**src/rtl/ps2_keys_rx_pkg.sv**
```systemverilog
// Shared constants for the PS/2 key receiver: scan codes, keysout bit indices,
// frame FSM encoding and the {ext, code} -> key lookup.
package ps2_keys_rx_pkg;

    typedef enum logic [1:0] {
        StIdle,
        StData,
        StParity,
        StStop
    } rx_state_e;

    localparam logic [7:0] CodeExt   = 8'hE0;
    localparam logic [7:0] CodeBrk   = 8'hF0;
    localparam logic [7:0] CodeLeft  = 8'h6B;
    localparam logic [7:0] CodeRight = 8'h74;
    localparam logic [7:0] CodeSpace = 8'h29;
    localparam logic [7:0] CodeEnter = 8'h5A;

    localparam int unsigned NumKeys  = 4;
    localparam int unsigned KeyLeft  = 0;
    localparam int unsigned KeyRight = 1;
    localparam int unsigned KeySpace = 2;
    localparam int unsigned KeyEnter = 3;

    // One-hot keysout mask for a completed code; all zeros when unmapped.
    function automatic logic [NumKeys-1:0] key_mask(input logic ext, input logic [7:0] code);
        logic [NumKeys-1:0] mask;
        mask = '0;
        if (ext && code == CodeLeft)   mask[KeyLeft]  = 1'b1;
        if (ext && code == CodeRight)  mask[KeyRight] = 1'b1;
        if (!ext && code == CodeSpace) mask[KeySpace] = 1'b1;
        if (!ext && code == CodeEnter) mask[KeyEnter] = 1'b1;
        return mask;
    endfunction

endpackage

```
**src/rtl/ps2_frame_rx.sv**
```systemverilog
// PS/2 frame receiver: synchronizes and deglitches the keyboard clock, shifts in
// start/8 data/parity/stop and reports each byte or frame error as a pulse.
module ps2_frame_rx
    import ps2_keys_rx_pkg::*;
#(
    parameter int unsigned TIMEOUT_CYCLES = 50000,
    parameter int unsigned FILTER_LEN     = 4
) (
    input  logic       clk,
    input  logic       rst_n,
    input  logic       ps2_clk,
    input  logic       ps2_dat,
    output logic [7:0] data_byte,
    output logic       valid,
    output logic       err
);

    localparam int unsigned FiltW = (FILTER_LEN > 1) ? $clog2(FILTER_LEN) : 1;
    localparam int unsigned ToW   = (TIMEOUT_CYCLES > 1) ? $clog2(TIMEOUT_CYCLES) : 1;

    logic [1:0]       clk_sync_q, dat_sync_q;
    logic             clk_filt_q, clk_filt_d;
    logic [FiltW-1:0] filt_cnt_q, filt_cnt_d;
    logic             fall_q, dat_q;

    rx_state_e        state_q, state_d;
    logic [2:0]       bit_cnt_q, bit_cnt_d;
    logic [7:0]       shift_q, shift_d;
    logic             par_ok_q, par_ok_d;
    logic [ToW-1:0]   idle_cnt_q, idle_cnt_d;
    logic             timeout;

    logic             valid_q, valid_d;
    logic             err_q, err_d;
    logic [7:0]       byte_q, byte_d;

    // Lines idle high, so sync and filter reset high to avoid a phantom edge.
    always_ff @(posedge clk or negedge rst_n) begin
        if (!rst_n) begin
            clk_sync_q <= 2'b11;
            dat_sync_q <= 2'b11;
            clk_filt_q <= 1'b1;
            filt_cnt_q <= '0;
            fall_q     <= 1'b0;
            dat_q      <= 1'b1;
        end else begin
            clk_sync_q <= {clk_sync_q[0], ps2_clk};
            dat_sync_q <= {dat_sync_q[0], ps2_dat};
            clk_filt_q <= clk_filt_d;
            filt_cnt_q <= filt_cnt_d;
            fall_q     <= clk_filt_q & ~clk_filt_d;
            dat_q      <= dat_sync_q[1];
        end
    end

    always_comb begin
        clk_filt_d = clk_filt_q;
        filt_cnt_d = '0;
        if (clk_sync_q[1] != clk_filt_q) begin
            if (filt_cnt_q == FiltW'(FILTER_LEN - 1)) begin
                clk_filt_d = clk_sync_q[1];
            end else begin
                filt_cnt_d = filt_cnt_q + FiltW'(1);
            end
        end
    end

    always_ff @(posedge clk or negedge rst_n) begin
        if (!rst_n) begin
            state_q <= StIdle;
        end else begin
            state_q <= state_d;
        end
    end

    always_comb begin
        state_d    = state_q;
        bit_cnt_d  = bit_cnt_q;
        shift_d    = shift_q;
        par_ok_d   = par_ok_q;
        idle_cnt_d = '0;
        timeout    = 1'b0;

        if (state_q != StIdle && !fall_q) begin
            if (idle_cnt_q == ToW'(TIMEOUT_CYCLES - 1)) begin
                timeout = 1'b1;
            end else begin
                idle_cnt_d = idle_cnt_q + ToW'(1);
            end
        end

        unique case (state_q)
            StIdle: begin
                if (fall_q && !dat_q) begin
                    state_d   = StData;
                    bit_cnt_d = 3'd0;
                end
            end
            StData: begin
                if (fall_q) begin
                    shift_d   = {dat_q, shift_q[7:1]};
                    bit_cnt_d = bit_cnt_q + 3'd1;
                    if (bit_cnt_q == 3'd7) state_d = StParity;
                end
            end
            StParity: begin
                if (fall_q) begin
                    par_ok_d = ^{dat_q, shift_q};
                    state_d  = StStop;
                end
            end
            StStop: begin
                if (fall_q) state_d = StIdle;
            end
        endcase

        if (timeout) state_d = StIdle;
    end

    always_comb begin
        valid_d = (state_q == StStop) && fall_q && dat_q && par_ok_q;
        err_d   = ((state_q == StStop) && fall_q && !(dat_q && par_ok_q)) || timeout;
        byte_d  = valid_d ? shift_q : byte_q;
    end

    always_ff @(posedge clk or negedge rst_n) begin
        if (!rst_n) begin
            bit_cnt_q  <= 3'd0;
            shift_q    <= 8'h00;
            par_ok_q   <= 1'b0;
            idle_cnt_q <= '0;
            valid_q    <= 1'b0;
            err_q      <= 1'b0;
            byte_q     <= 8'h00;
        end else begin
            bit_cnt_q  <= bit_cnt_d;
            shift_q    <= shift_d;
            par_ok_q   <= par_ok_d;
            idle_cnt_q <= idle_cnt_d;
            valid_q    <= valid_d;
            err_q      <= err_d;
            byte_q     <= byte_d;
        end
    end

    assign data_byte = byte_q;
    assign valid     = valid_q;
    assign err       = err_q;

endmodule

```
**src/rtl/ps2_keys_rx.sv**
```systemverilog
// PS/2 keyboard front end: frame receiver plus make/break decoder that tracks
// the held state of left, right, space and enter.
module ps2_keys_rx
    import ps2_keys_rx_pkg::*;
#(
    parameter int unsigned TIMEOUT_CYCLES = 50000,
    parameter int unsigned FILTER_LEN     = 4
) (
    input  logic       CLOCK_50,
    input  logic       reset,
    input  logic       PS2_CLK,
    input  logic       PS2_DAT,
    output logic [3:0] keysout,
    output logic [7:0] scan_code,
    output logic       code_valid,
    output logic       frame_err
);

    logic [NumKeys-1:0] keys_q, keys_d, hit;
    logic               ext_q, ext_d;
    logic               brk_q, brk_d;

    ps2_frame_rx #(
        .TIMEOUT_CYCLES(TIMEOUT_CYCLES),
        .FILTER_LEN    (FILTER_LEN)
    ) u_frame_rx (
        .clk      (CLOCK_50),
        .rst_n    (reset),
        .ps2_clk  (PS2_CLK),
        .ps2_dat  (PS2_DAT),
        .data_byte(scan_code),
        .valid    (code_valid),
        .err      (frame_err)
    );

    always_comb begin
        keys_d = keys_q;
        ext_d  = ext_q;
        brk_d  = brk_q;
        hit    = key_mask(ext_q, scan_code);
        if (frame_err) begin
            ext_d = 1'b0;
            brk_d = 1'b0;
        end else if (code_valid) begin
            if (scan_code == CodeExt) begin
                ext_d = 1'b1;
            end else if (scan_code == CodeBrk) begin
                brk_d = 1'b1;
            end else begin
                keys_d = brk_q ? (keys_q & ~hit) : (keys_q | hit);
                ext_d  = 1'b0;
                brk_d  = 1'b0;
            end
        end
    end

    always_ff @(posedge CLOCK_50 or negedge reset) begin
        if (!reset) begin
            keys_q <= '0;
            ext_q  <= 1'b0;
            brk_q  <= 1'b0;
        end else begin
            keys_q <= keys_d;
            ext_q  <= ext_d;
            brk_q  <= brk_d;
        end
    end

    // Driven from the next-state value so a decoded key is visible during code_valid.
    assign keysout = keys_d;

endmodule
```
**config.mk**
```make
export PLATFORM = sky130hd
export DESIGN_NAME = ps2_keys_rx
export DESIGN_NICKNAME = d
export VERILOG_FILES = /design/src/rtl/ps2_keys_rx_pkg.sv /design/src/rtl/ps2_frame_rx.sv /design/src/rtl/ps2_keys_rx.sv
export SDC_FILE = /design/constraint.sdc
export NUM_CORES = 1
export LEC_CHECK = 0
export CAP_MARGIN = 10
export CORE_ASPECT_RATIO = 1.75
export CORE_MARGIN = 1
export CORE_UTILIZATION = 62
export DETAILED_ROUTE_END_ITERATION = 12
export PLACE_DENSITY = 0.93
export RECOVER_POWER = 100
export SYNTH_ARGS = -nofsm -noshare
export SYNTH_HDL_FRONTEND = slang
export SYNTH_SLANG_ARGS = --single-unit
```
**constraint.sdc**
```tcl
create_clock -name CLOCK_50 -period 2.33 [get_ports CLOCK_50]
set_input_delay 0.3495 -clock CLOCK_50 [delete_from_list [all_inputs] [get_ports CLOCK_50]]
set_output_delay 0.3495 -clock CLOCK_50 [all_outputs]
set_load 0.02 [all_outputs]
```
Word level (Yosys, flattened, before mapping)
Index checks and enable logic that the tools add are counted.

word-level totals
  flip-flop bits (word level) = 55
  word-level logic and storage cells = 109

cells by class
  $add $sub $neg = 3
  equality and inequality tests = 22
  multiplexer cells = 35
  bitwise logic cells = 5
  reduce and logical (&&, ||, !) cells = 27

operator list
  kind                                                                      count
  16-bit 2-to-1 mux                                                         2
  8-bit by 7-bit == test with 1-bit output (second input constant)          3
  4-bit 2-to-1 mux                                                          5
  16-bit by 1-bit adder with 16-bit output (second input constant)          1
  16-bit == test (second input constant)                                    1
  8-bit == test (second input constant)                                     2
  1-bit 2-to-1 mux                                                          16
  2-bit 2-to-1 mux                                                          8
  3-bit by 1-bit inequality test with 1-bit output (second input constant)  5
  1-bit logical AND                                                         11
  9-bit parity                                                              1
  8-bit by 6-bit == test with 1-bit output (second input constant)          1
  2-bit case mux with 4 select lines                                        1
  2-bit AND reduction                                                       4
  2-bit == test (second input constant)                                     3
  3-bit 2-to-1 mux                                                          2
  2-bit by 1-bit inequality test with 1-bit output (second input constant)  3
  3-bit case mux with 2 select lines                                        1
  2-bit nonzero test                                                        3
  5-bit AND reduction                                                       1
  4-bit AND                                                                 1
  1-bit logical NOT                                                         4
  4-bit NOT                                                                 1
  4-bit OR                                                                  1
  other kinds (11)                                                          11

Depth between registers and ports, before layout
  word-level depth = 10
  mapped depth = 7
  mapped depth without buffers = 6

Hierarchy
Synthesis repeated with hierarchy kept, for this count alone.

second synthesis, totals
  cells, all modules = 226
  area, all modules = 2588.7 µm²

modules (own cells, without submodules)
  module        instances  cells an instance  area each (µm²)  sequential area each (µm²)
  ps2_frame_rx  1          195                2232.1           1233.7
  ps2_keys_rx   1          31                 356.6            150.1

Worst setup path before layout
No wires, ideal clock.

  kind = register -> output
  start point = register u_frame_rx.byte_q[2], in the netlist u_frame_rx.data_byte[2]
  end point = output port keysout[0]
  data arrival time = 1451 ps
  slack = 529 ps
  stages on the path, launching flop included = 5
  cells stage by stage = dfrtp_1 -> nor3b_1 -> nand3_1 -> nor4_1 -> mux2_2

between the ends
  word-level cells in the longest chain between the ends = 10

RTL lines
  what                                      RTL line               text
  start: declaration                        ps2_frame_rx.sv:35     logic [7:0] byte_q, byte_d;
  start signal: assignment                  ps2_frame_rx.sv:142    byte_q <= byte_d;
  8-bit by 7-bit == test with 1-bit output  ps2_keys_rx_pkg.sv:29  if (ext && code == CodeLeft) mask[KeyLeft] = 1'b1;
  1-bit logical AND                         ps2_keys_rx_pkg.sv:29
  1-bit 2-to-1 mux                          ps2_keys_rx_pkg.sv:29
  4-bit NOT                                 ps2_keys_rx.sv:50      keys_d = brk_q ? (keys_q & ~hit) : (keys_q | hit);
  4-bit AND                                 ps2_keys_rx.sv:50
  4-bit 2-to-1 mux                          ps2_keys_rx.sv:50
  4-bit 2-to-1 mux                          ps2_keys_rx.sv:47      end else if (scan_code == CodeBrk) begin
  4-bit 2-to-1 mux *                        ps2_keys_rx.sv:45      if (scan_code == CodeExt) begin
  4-bit 2-to-1 mux *                        ps2_keys_rx.sv:44      end else if (code_valid) begin
  4-bit 2-to-1 mux *                        ps2_keys_rx.sv:41      if (frame_err) begin
  end: declaration                          ps2_keys_rx.sv:13      output logic [3:0] keysout,

Every way passes the cells marked *; elsewhere a longest branch is shown, timed or not.

Final worst setup path
  start point = register u_frame_rx.err_q, in the netlist u_frame_rx.err
  end point = output port keysout[3]

between the ends
  word-level cells in the longest chain between the ends = 1

RTL lines
  what                      RTL line             text
  start: declaration        ps2_frame_rx.sv:34   logic err_q, err_d;
  start signal: assignment  ps2_frame_rx.sv:141  err_q <= err_d;
  4-bit 2-to-1 mux          ps2_keys_rx.sv:41

Every way passes these cells.

==> metrics.txt <==
# TYPE chip_impl_metric gauge
chip_impl_info{name="run_status",value="finished, final reports clean"} 1
chip_impl_metric{name="synthesis.yosys.warnings",unit=""} 0
chip_impl_metric{name="detailedRoute.firstIterationViolations",unit=""} 40
chip_impl_info{name="criticalPathCategory",value="reg2out"} 1
chip_impl_metric{name="slew_worst_pin",unit="ps"} 1317
chip_impl_metric{name="finalCriticalPeriod",unit="ps"} 2231
chip_impl_metric{name="synthToLayoutAreaGrowth",unit="%"} 11.82
chip_impl_metric{name="power_switching_share",unit="%"} 31.29
chip_impl_metric{name="cts.path.max_buffers",unit=""} 2
chip_impl_metric{name="fraction_of_layout_instances_using_a_drive_strength_above_1",unit="%"} 15.71
chip_impl_metric{name="synthesis.area",unit="sq um"} 2594
chip_impl_metric{name="fp.dieArea",unit="sq um"} 4457
chip_impl_metric{name="grt_max_degree",unit=""} 56
chip_impl_info{name="tritoncts",value="done"} 1
chip_impl_metric{name="wl",unit="um"} 4693
chip_impl_metric{name="globalRouteTotalUtil",unit="%"} 24.95
chip_impl_info{name="cells_along_the_critical_path",value="nor3b_2 > and4bb_2 > nand2b_1 > mux2_1 > clkdlybuf4s15_1"} 1
chip_impl_metric{name="drv_slew",unit=""} 0
chip_impl_metric{name="synth_seq_cells",unit=""} 55
chip_impl_metric{name="numClockSinks",unit=""} 55
chip_impl_metric{name="die_height",unit="um"} 87.57
chip_impl_metric{name="clk_pin_slew",unit="ps"} 90
chip_impl_metric{name="route.antenna.remaining_nets",unit=""} 0
chip_impl_metric{name="cts-hold-fix-buffers",unit=""} 0
chip_impl_metric{name="dpl_cell_area",unit="sq um"} 2829
chip_impl_info{name="worstHoldPathType",value="reg2reg"} 1
chip_impl_info{name="worst_setup_path_start_kind",value="register"} 1
chip_impl_metric{name="worstPathRequired",unit="ps"} 1980
chip_impl_metric{name="power",unit="mW"} 2.172
chip_impl_metric{name="port-buffer-count",unit=""} 17
chip_impl_metric{name="synth_fp_nets",unit=""} 249
chip_impl_info{name="cts_root_buffer",value="clkbuf_8"} 1
chip_impl_metric{name="max_freq",unit="GHz"} 0.4483
chip_impl_metric{name="postLayoutCellArea",unit="sq um"} 2900
chip_impl_info{name="crit_path_slowest_cell",value="dfrtp_1"} 1
chip_impl_metric{name="chipWidth",unit="um"} 50.90
chip_impl_metric{name="place_hpwl",unit="um"} 3314
chip_impl_metric{name="cts_inserted_buffers",unit=""} 5
chip_impl_metric{name="utilization",unit="%"} 73.59
chip_impl_metric{name="cts.htree.levels",unit=""} 2
chip_impl_metric{name="first_global_vias",unit=""} 1856
chip_impl_metric{name="drt-vias-per-instance",unit=""} 5.783
chip_impl_info{name="timing.critical_path.max_delay_family",value="simple AND/OR/NAND/NOR gates"} 1
chip_impl_metric{name="io-pin-count",unit=""} 18
chip_impl_metric{name="combinational_share_of_power",unit="%"} 23.2
chip_impl_metric{name="power.share.sequential",unit="%"} 53.7
chip_impl_metric{name="synth.yosys.seq_area_share",unit="%"} 53.35
chip_impl_metric{name="buffers_and_inverters_on_the_worst_path",unit=""} 1
chip_impl_metric{name="power_report.internal_total",unit="mW"} 1.492
chip_impl_metric{name="switchingPower",unit="uW"} 679.7
chip_impl_metric{name="floorplan.rows",unit=""} 30
chip_impl_metric{name="wl_per_cell",unit="um"} 15.19
chip_impl_metric{name="arrival",unit="ps"} 1880
chip_impl_metric{name="number_of_enable_type_register_cells_in_the_synthesized_netlist",unit=""} 0
chip_impl_metric{name="vdd.ir_drop.worst",unit="mV"} 0.7593
chip_impl_metric{name="finalHoldViolations",unit=""} 0
chip_impl_metric{name="synth.avg_cell_area",unit="sq um"} 10.99
chip_impl_metric{name="setup-violations-final",unit=""} 0
chip_impl_metric{name="synthArstFlopShare",unit="%"} 100.0
chip_impl_metric{name="critical_path_peak_fanout",unit=""} 6
chip_impl_metric{name="final-instance-count-excl-fill",unit=""} 309
chip_impl_info{name="critical_path.endpoint_type",value="output port"} 1
chip_impl_metric{name="core_region_area",unit="sq um"} 3941
chip_impl_metric{name="power.leakage",unit="nW"} 1.419
chip_impl_metric{name="maxSlewHeadroom",unit="%"} 12.17
chip_impl_info{name="rsz0062_at_grt",value="no"} 1
chip_impl_metric{name="dp.cells",unit=""} 301
chip_impl_metric{name="syn_inst",unit=""} 236
chip_impl_metric{name="cp_slowest_stage_delay",unit="ps"} 440
chip_impl_metric{name="wire_length_of_the_first_global_routing_pass",unit="um"} 8135
chip_impl_metric{name="final_cycle_share",unit="%"} 95.74
chip_impl_metric{name="globalRouteOverflowTotal",unit=""} 0
chip_impl_metric{name="route.vias.total",unit=""} 1787
chip_impl_metric{name="p_per_area",unit="nW/um^2"} 748.9
chip_impl_metric{name="route.detailed.drc",unit=""} 0
chip_impl_metric{name="worst_clock_skew_on_the_final_layout",unit="ps"} 8.906
chip_impl_info{name="synth_top_flop_cell",value="dfrtp_1"} 1
chip_impl_metric{name="antenna_cells",unit=""} 0
chip_impl_metric{name="power_share_of_the_clock_group",unit="%"} 23.1
chip_impl_metric{name="floorplan.initialDensity",unit="%"} 65.81
chip_impl_metric{name="fin_nets",unit=""} 273
chip_impl_metric{name="initial_antenna_violation_count",unit=""} 0
chip_impl_metric{name="routabilityCongestion",unit=""} 0.7912
chip_impl_metric{name="ys_types",unit=""} 43
chip_impl_metric{name="drt_first_pass_iters",unit=""} 4
chip_impl_metric{name="worstSkewPairLatency",unit="ps"} 310
chip_impl_metric{name="drv_cap",unit=""} 0
-- cell families (layout without fill, tap and decap cells) --
group	count (synthesis)	count (layout)	synth area share [%]
flops	55	55	53.35
mux	14	14	6.078
buf+inv	11	36	1.785
simple gates	108	108	22.00
xor+xnor	22	22	7.959
fa+ha+maj	9	9	4.342
compound gates	17	17	4.486
-- synth_stat cells (all sizes together) (3+ instances only) --
cell    number  share of area, %
dfrtp       49                47
nand2       36               5.3
nor2        27               4.1
xnor2       17               5.7
mux2        14               6.1
ha           9               4.3
nand3        9               1.7
nand4        8               2.7
nor3         7               1.4
dfstp        6               6.1
inv          6              0.87
nor4         5               1.7
o211ai       5               1.4
a21oi        4              0.77
xor2         4               1.4
nand2b       3              0.72
-- final cells by class --
| type | instances | area, sq um |
|---|---|---|
| multi-input cells | 170 | 1171 |
| fillers | 263 | 1041 |
| repair buffers | 21 | 177.7 |
| clock inverters | 1 | 5.005 |
| well taps | 48 | 60.06 |
| clock buffers | 7 | 76.32 |
| inverters | 7 | 26.28 |
| flip-flops and latches | 55 | 1384 |
-- metal layers --
metal  track usage (%)  part of all wire [%]
met2             48.36                    58
met1             24.41                    38
met4             11.36                   2.5
met3             5.208                   1.9
met5                 0                     0
-- path summary, 6_finish.rpt --
| kind | start | end | slack, ps | cells after the start |
|---|---|---|---|---|
| setup / recovery | u_frame_rx.err | keysout[3] | 100 | 5 |
| max in group asynchronous | reset | u_frame_rx.idle_cnt_q[1] | 1120 | 2 |
| setup reg to reg | u_frame_rx.idle_cnt_q[0] | u_frame_rx.idle_cnt_q[6] | 530 | 5 |
| hold reg to reg | u_frame_rx.dat_sync_q[0] | u_frame_rx.dat_sync_q[1] | 360 | 0 |
| min in group asynchronous | reset | u_frame_rx.shift_q[2] | 410 | 2 |
| hold / removal | u_frame_rx.dat_sync_q[0] | u_frame_rx.dat_sync_q[1] | 360 | 0 |
-- metrics by stage --
stage | setup slack [ps] | hold slack, ps | setup TNS [ps]
2_1_floorplan | 529.4 | 53.91 | 0
3_3_place_gp | 123.9 | 346.0 | 0
3_5_place_dp | 99.90 | 349.7 | 0
4_1_cts | -15.84 | 175.6 | -15.84
5_1_grt | 7.405 | 365.9 | 0
6_report | 99.33 | 360.8 | 0
-- placed cells by master (no fill, tap or decap), drive strengths merged, types with 3 or more instances in the layout --
cell type / n
nand2b: 3
nand2: 36
nor4: 5
xor2: 4
ha: 9
o211ai: 5
nor3: 7
mux2: 14
dfstp: 6
nand4: 8
nand3: 9
dlygate4sd3: 12
xnor2: 17
clkbuf: 11
inv: 6
nor2: 27
dfrtp: 49
a21oi: 4
buf: 3
-- power groups by stage --
stage               combinational (mW)  sequential, mW  clock, mW
floorplan                        0.412            1.15          0
global placement                 0.482            1.18          0
detailed placement               0.508            1.19          0
CTS                              0.513            1.17      0.518
global route                     0.574            1.18      0.554
finish                           0.504            1.17      0.501
-- state kept, by name, summed over array words and instances (netlist names) --
name / cells
u_frame_rx.idle_cnt_q: 16
u_frame_rx.data_byte: 8
u_frame_rx.shift_q: 8
keys_q: 4
u_frame_rx.bit_cnt_q: 3
u_frame_rx.clk_sync_q: 2
u_frame_rx.dat_sync_q: 2
u_frame_rx.filt_cnt_q: 2
u_frame_rx.state_q: 2
brk_q: 1
ext_q: 1
u_frame_rx.clk_filt_q: 1
u_frame_rx.dat_q: 1
u_frame_rx.err: 1
u_frame_rx.fall_q: 1
u_frame_rx.par_ok_q: 1
u_frame_rx.valid: 1
-- timing repair --
action | 4_1_cts | 5_1_grt
setup buffers | 0 | 0
cloned | 0 | 0
resized for setup | 6 | 8
endpoints found under the setup margin | 4 | 3
pin swaps | 0 | 1
Note: power is estimated with default switching activity, not from simulation.
